## config.mk

```make
export PLATFORM = sky130hd
export DESIGN_NAME = fetch_unit
export DESIGN_NICKNAME = d
export VERILOG_FILES = /design/src/rtl/fetch_unit.sv
export SDC_FILE = /design/constraint.sdc
export NUM_CORES = 1
export LEC_CHECK = 0
export CAP_MARGIN = 0
export CORE_MARGIN = 4
export CORE_UTILIZATION = 47
export CTS_CLUSTER_SIZE = 24
export DETAILED_ROUTE_END_ITERATION = 8
export PLACE_DENSITY = 0.86
export SLEW_MARGIN = 10
export SYNTH_ARGS = -nofsm -noshare
export SYNTH_HDL_FRONTEND = slang
export SYNTH_SLANG_ARGS = --single-unit
export TNS_END_PERCENT = 30
```

## constraint.sdc

```tcl
create_clock -name clk -period 5.35 [get_ports clk]
set_input_delay 0.8025 -clock clk [delete_from_list [all_inputs] [get_ports clk]]
set_output_delay 0.8025 -clock clk [all_outputs]
set_load 0.01 [all_outputs]
```

## src/rtl/fetch_unit.sv

```systemverilog
// rtl/fetch_unit.sv - instruction fetch stage: PC, imem req/ack handshake, instruction register
module fetch_unit #(
    parameter logic [31:0] RESET_PC = 32'h0000_0000
) (
    input  logic        clk,
    input  logic        reset,
    output logic        imem_req,
    output logic [31:0] imem_addr,
    input  logic        imem_ack,
    input  logic [31:0] imem_rdata,
    output logic [31:0] instr,
    output logic [31:0] instr_pc4,
    output logic        instr_valid,
    input  logic        stall,
    input  logic        branch_taken,
    input  logic [31:0] branch_target,
    input  logic        jump,
    input  logic [25:0] jump_target
);

    localparam logic [1:0] S_IDLE  = 2'd0;
    localparam logic [1:0] S_FETCH = 2'd1;
    localparam logic [1:0] S_VALID = 2'd2;

    logic [1:0]  state;
    logic [31:0] pc;
    logic [31:0] pc_plus4;
    logic [31:0] next_pc;
    logic        unused_target_bits;

    assign pc_plus4           = pc + 32'd4;
    assign imem_req           = (state == S_FETCH);
    assign imem_addr          = pc;
    assign unused_target_bits = ^branch_target[1:0];

    // Jump wins over branch; only consulted in the consume cycle.
    always_comb begin
        next_pc = instr_pc4;
        if (jump) begin
            next_pc = {instr_pc4[31:28], jump_target, 2'b00};
        end else if (branch_taken) begin
            next_pc = {branch_target[31:2], 2'b00};
        end
    end

    always_ff @(posedge clk or posedge reset) begin
        if (reset) begin
            state       <= S_IDLE;
            pc          <= RESET_PC;
            instr       <= 32'h0;
            instr_pc4   <= 32'h0;
            instr_valid <= 1'b0;
        end else begin
            case (state)
                S_IDLE: begin
                    state <= S_FETCH;
                end
                S_FETCH: begin
                    if (imem_ack) begin
                        instr       <= imem_rdata;
                        instr_pc4   <= pc_plus4;
                        instr_valid <= 1'b1;
                        state       <= S_VALID;
                    end
                end
                S_VALID: begin
                    // instr/instr_pc4 stay put on consume; only valid drops.
                    if (!stall) begin
                        pc          <= next_pc;
                        instr_valid <= 1'b0;
                        state       <= S_FETCH;
                    end
                end
                default: begin
                    state <= S_IDLE;
                end
            endcase
        end
    end

endmodule

```

==> impl_metrics.csv, run 1 <==
group,metric,value,unit
status,outcome,"completed",
cells_and_area,nets,740,
grt,grt_max_degree,94,
critical_path,slowest_delay,0.56,ns
place,gp_congestion,0.7948,
logic_synthesis,postSynthCellCount,464,
logic_synthesis,ys_ff_latch,99,
drt,routedWlPerCell,17.05,µm
timing,slew_violations,0,
critical_path,critical_path_class,"register to output pin",
cells_and_area,layout.cells.non_filler,777,
drt,viasPerCell,5.206,
drt,drc,0,
cells_and_area,layout-drive-gt1-share,10.56,%
grt,grt.overflow.total,0,
critical_path,rrSetupSlack,3.31,ns
timing,period_minus_slack,2.492,ns
logic_synthesis,synth_area_leaders,"dfrtp_1 (52%), mux2_2 (8.2%), mux2i_1 (6.3%)",
pwr,pwr-share-seq,39.8,%
pwr,clkPwrFrac,13.9,%
timing,setup_tns,0,ns
place,pre_cts_ws,2.641,ns
clocking,cts_made_buffers,9,
clocking,holdBufCountCts,0,
logic_synthesis,synth_cell_types,35,
drt,drt_iter0_markers,185,
clocking,tritoncts,"yes",
clocking,post-cts-setup-buffer-count,0,
clocking,clkLatencyLatePin,0.36,ns
timing,worstMarginPinSlew,1.060,ns
clocking,cts-resized-gates,0,
critical_path,crit_family,"buffers and inverters",
grt,grt_pass1_wl,21.22,mm
pwr,power_per_cell_area,523.0,nW/µm²
timing,rsz0062_at_grt,"no",
floorplan,coreArea,9819,µm²
clocking,cts_root_buf,"clkbuf_8",
critical_path,r2r_cells,5,
critical_path,crit_buf_inv,2,
logic_synthesis,ys_seq_area_share,51.81,%
critical_path,arrival,1.69,ns
floorplan,die_height,108.9,µm
cells_and_area,antenna-diode-count,0,
critical_path,cp-startpoint,"state[1]$_DFFE_PP0P_",
grt,grt_pass1_vias,4307,
clocking,clk_pin_slew_worst_paths,0.09,ns
floorplan,dieArea,11850,µm²
timing,fin_crit_sh,46.57,%
drt,vias,4045,
drt,drtPass1Iterations,4,
critical_path,r2r-start,"state[0]$_DFFE_PP0P_",
critical_path,cp_slowest_cell,"clkdlybuf4s50_1",
floorplan,rows,36,
logic_synthesis,syn_nets,565,
min_path,hold_class,"register to register",
pwr,power.leakage,2.937,nW
place,place_hpwl,9.857,mm
pwr,peakVddDrop,0.4111,mV
drt,ant_nets,0,
clocking,htree_levels,3,
logic_synthesis,yosysTopAreaCellShare,51.81,%
timing,timing.hold.ws,0.5155,ns
pwr,power.total,3.645,mW
cells_and_area,syn2layout_area_growth,45.74,%
cells_and_area,final_core_util,70.97,%
timing,skew,0.006504,ns
pwr,comb_power_share,46.3,%
timing,max_freq,0.4014,GHz
cells_and_area,final_area,6969,µm²
floorplan,die_w,108.9,µm
clocking,clock_sinks,99,
floorplan,num_io_pins,194,
critical_path,r2r_end,"imem_addr[0]$_DFFE_PP0P_",
timing,slew_headroom,29.36,%
drt,detail_route.wirelength,13.25,mm
grt,antenna_found_initial,0,
timing,setup_ws,2.858,ns
critical_path,crit_required,4.55,ns
logic_synthesis,syn_area,4782,µm²
flow_run,drv_cap,0,
logic_synthesis,synth_top_area_cell,"dfrtp_1",
grt,track_usage,23.06,%
min_path,worstHoldEndpoint,"instr[10]$_DFFE_PP0P_",
critical_path,worstPathCellList,"inv_1 -> ha_1 -> clkdlybuf4s50_1",
floorplan,start_util,48.70,%
timing,hold_viol,0,
min_path,whs_path_depth,1,
logic_synthesis,synth.avg_cell_area,10.31,µm²
pwr,intPower,2.316,mW
critical_path,cp_max_fo,4,
min_path,min_from,"instr[10]$_DFFE_PP0P_",
critical_path,end_kind,"output pin",
critical_path,cp-start-kind,"register",
pwr,switching_share,36.45,%
timing,setup-violations-final,0,
clocking,cts.path.max_buffers,2,
place,portBuffers,191,
place,placed_cell_area,6756,µm²
pwr,power_switching,1.329,mW
logic_synthesis,yosys_warnings,0,
place,dp_cells,761,
==> state kept, by name, indices dropped and copies added, names as in the netlist <==
register / cells
imem_addr: 32
instr: 32
instr_pc4: 32
instr_valid: 1
state: 2
==> synth_stat cells, drive strengths merged <==
master  count
nor2b       2
dfrtp      99
nor4        3
nand3      12
nor3        4
xor2       22
ha          5
a22o        2
a21oi      27
nand2b      2
and2        2
nand2      68
xnor2       6
o21ai      62
nand4      13
clkbuf     21
o32a        1
and3        2
buf         9
and4        2
inv         5
mux2i      30
mux2       35
nor2       30
==> layer usage <==
layer | part of all wire (%) | global-route usage, % | vias to the layer above
li1 | - | - | 1948
met1 | 39 | 26.40 | 1917
met2 | 48 | 38.90 | 157
met3 | 11 | 9.473 | 23
met4 | 2.2 | 8.025 | 0
met5 | 0 | 0 | -
==> power groups by stage <==
stage | registers [mW] | clock network (mW) | logic, mW
after floorplan | 1.55 | 0 | 0.612
after global placement | 1.43 | 0 | 1.65
after detailed placement | 1.46 | 0 | 1.70
after CTS | 1.45 | 0.513 | 1.72
after global routing | 1.51 | 0.552 | 1.84
final | 1.45 | 0.507 | 1.69
==> cell families after synthesis <==
logic type               count (synthesis)  share of synthesized area, %
AND/OR/NAND/NOR                        140                         14.26
XOR/XNOR                                28                         5.128
multiplexers                            65                         14.52
flip-flops                              99                         51.81
adder cells (fa/ha/maj)                  5                         1.308
buffers and inverters                   35                         3.087
AO/OA/AOI/OAI                           92                         9.890
==> layout make-up <==
class                      instances  area [µm²]
timing repair buffer             194        1924
multi-input combinational        330        2167
clock buffer                      12       165.2
tap                              133       166.4
sequential                        99        2477
fill                             738        2850
inverter                           5       21.27
clock inverter                     4       47.55
==> worst max-delay path by stage <==
stage,cells after the start,slack (ns),endpoint
6_report,3,2.86,imem_req
5_1_grt,3,2.77,imem_req
4_1_cts,3,2.85,imem_req
3_5_place_dp,5,2.64,imem_addr[30]$_DFFE_PP0P_
3_3_place_gp,5,2.70,imem_addr[29]$_DFFE_PP0P_
2_1_floorplan,1,1.96,imem_addr[0]$_DFFE_PP0P_
==> cell usage in the layout (no fill, tap or decap), types with 3 or more instances in the layout <==
cell | synthesis | final
xnor2_1 | 6 | 6
o21ai_0 | 50 | 50
a21oi_1 | 27 | 27
inv_1 | 5 | 4
xor2_1 | 22 | 22
buf_4 | 2 | 3
mux2_2 | 35 | 35
o21ai_1 | 12 | 12
clkbuf_8 | 0 | 12
ha_1 | 5 | 5
nand2_1 | 67 | 66
dfrtp_1 | 99 | 99
nand4_1 | 13 | 13
nand3_1 | 10 | 10
nor2_1 | 29 | 29
mux2i_1 | 30 | 30
clkdlybuf4s50_1 | 0 | 189
(Power assumes the default switching activity.)
==> run 2, diff against run 1 <==
Settings changed: CORE_UTILIZATION 47 to 44, PLACE_DENSITY 0.86 to 0.81.
Clock period 5.35 ns to 2.5 ns, I/O delays scaled along.
==> impl_metrics.csv, run 2 (synthesized netlist as in run 1, its figures left out) <==
group,metric,value,unit
floorplan,die_height,112.3,µm
clocking,cts_root_buf,"clkbuf_8",
status,outcome,"completed",
floorplan,start_util,45.71,%
critical_path,arrival,1.69,ns
cells_and_area,final_cell_mix,"clkdlybuf4s50_1 (189), dfrtp_1 (99), nand2_1 (66)",
critical_path,critical_path_class,"register to output pin",
place,portBuffers,191,
cells_and_area,antenna-diode-count,0,
drt,wl_met1,5.545,mm
drt,drc,0,
cells_and_area,layout-drive-gt1-share,11.38,%
drt,detail_route.wirelength,13.35,mm
drt,ant_nets,0,
clocking,cts-resized-gates,0,
timing,hold_viol,0,
clocking,clock_sinks,99,
timing,rsz0062_at_grt,"no",
critical_path,crit_required,2.12,ns
cells_and_area,final_common_cell,"clkdlybuf4s50_1",
min_path,hold_class,"input port to asynchronous set/reset pin",
drt,viasPerCell,5.174,
timing,worstMarginPinSlew,0.6224,ns
cells_and_area,layout.cells.non_filler,786,
place,dp_cells,770,
grt,grt_max_degree,41,
cells_and_area,syn2layout_area_growth,47.57,%
timing,fin_crit_sh,82.74,%
cells_and_area,nFillCells,828,
grt,antenna_found_initial,0,
clocking,cts.path.max_buffers,2,
timing,timing.hold.ws,0.4366,ns
place,pre_cts_ws,0.5375,ns
drt,vias,4067,
place,gp_congestion,0.7991,
timing,max_freq,0.4834,GHz
clocking,clk_pin_slew_worst_paths,0.09,ns
drt,wl_met3,1.202,mm
floorplan,num_io_pins,194,
grt,grt_pass1_vias,4280,
clocking,clkLatencyLatePin,0.36,ns
clocking,cts_made_buffers,9,
drt,wl_met2,6.438,mm
timing,period_minus_slack,2.069,ns
timing,skew,0.006524,ns
critical_path,end_kind,"output pin",
timing,setup_ws,0.4315,ns
timing,slew_violations,0,
cells_and_area,nets,746,
clocking,post-cts-setup-buffer-count,0,
clocking,tritoncts,"yes",
place,place_hpwl,10.17,mm
clocking,htree_levels,3,
pwr,power.leakage,2.974,nW
drt,routedWlPerCell,16.98,µm
drt,drtPass1Iterations,5,
timing,setup-violations-final,0,
pwr,peakVddDrop,0.5642,mV
floorplan,die_w,112.3,µm
flow_run,drv_cap,0,
grt,grt.overflow.total,0,
pwr,power_per_cell_area,1109,nW/µm²
grt,grt_pass1_wl,21.73,mm
grt,track_usage,21.35,%
critical_path,cp_max_fo,4,
timing,setup_tns,0,ns
timing,slew_headroom,58.42,%
clocking,holdBufCountCts,0,
floorplan,coreArea,10460,µm²
floorplan,dieArea,12600,µm²
drt,drt_iter0_markers,191,
critical_path,cp-start-kind,"register",
drt,dr.max_layer_used,"met4",
floorplan,rows,37,
## run 2: cell types whose count changed in the layout (fill, tap and decap cells not counted)
cell / before / now
buf_12: 0 / 3
buf_4: 3 / 6
clkinvlp_4: 1 / 2
inv_4: 1 / 0
## run 2: area by class of cell
cell class | count | area [µm²] | area share, %
Clock buffer | 12 | 165.2 | 2.340
Clock inverter | 4 | 47.55 | 0.6738
Inverter | 5 | 22.52 | 0.3191
Multi-Input combinational cell | 330 | 2167 | 30.71
Sequential cell | 99 | 2477 | 35.11
Tap cell | 136 | 170.2 | 2.411
Timing Repair Buffer | 200 | 2007 | 28.44
## run 2: power by group
| part | internal (mW) | switching [mW] | total, mW |
|---|---|---|---|
| Sequential | 2.35 | 0.753 | 3.11 |
| Combinational | 2.09 | 1.55 | 3.64 |
| Clock | 0.542 | 0.531 | 1.07 |
## run 2: routing by layer
metal  vias to the layer above  global-route usage (%)
met5                         -                       0
met4                         0                   7.051
met3                        16                   8.086
met2                       154                   35.52
met1                      1936                   25.59
li1                       1961                       -
## run 2: critical path, stage by stage (launching register included)
cell and delay (ns):
dfrtp_1 0.40, inv_1 0.11, ha_1 0.25, clkdlybuf4s50_1 0.57
## run 2: through the flow
| stage | total power [mW] | utilization, % | instance area [µm²] |
|---|---|---|---|
| after floorplan | 4.632 | - | 4786 |
| after global placement | 6.635 | 65.42 | 6844 |
| after detailed placement | 6.809 | 65.42 | 6844 |
| after CTS | 7.914 | 67.45 | 7057 |
| after global routing | 8.387 | 67.45 | 7057 |
| final | 7.823 | 67.45 | 7057 |
## run 2: path summary, 6_finish.rpt
check | cells after the start | slack (ns) | startpoint | end
setup / recovery | 3 | 0.43 | state[1]$_DFFE_PP0P_ | imem_req
hold / removal | 2 | 0.44 | reset | imem_addr[29]$_DFFE_PP0P_
setup reg to reg | 6 | 0.66 | imem_addr[2]$_DFFE_PP0P_ | instr_pc4[20]$_DFFE_PP0P_
hold reg to reg | 1 | 0.51 | instr[8]$_DFFE_PP0P_ | instr[8]$_DFFE_PP0P_
max in group asynchronous | 3 | 1.46 | reset | imem_addr[3]$_DFFE_PP0P_
min in group clk | 1 | 0.51 | instr[8]$_DFFE_PP0P_ | instr[8]$_DFFE_PP0P_
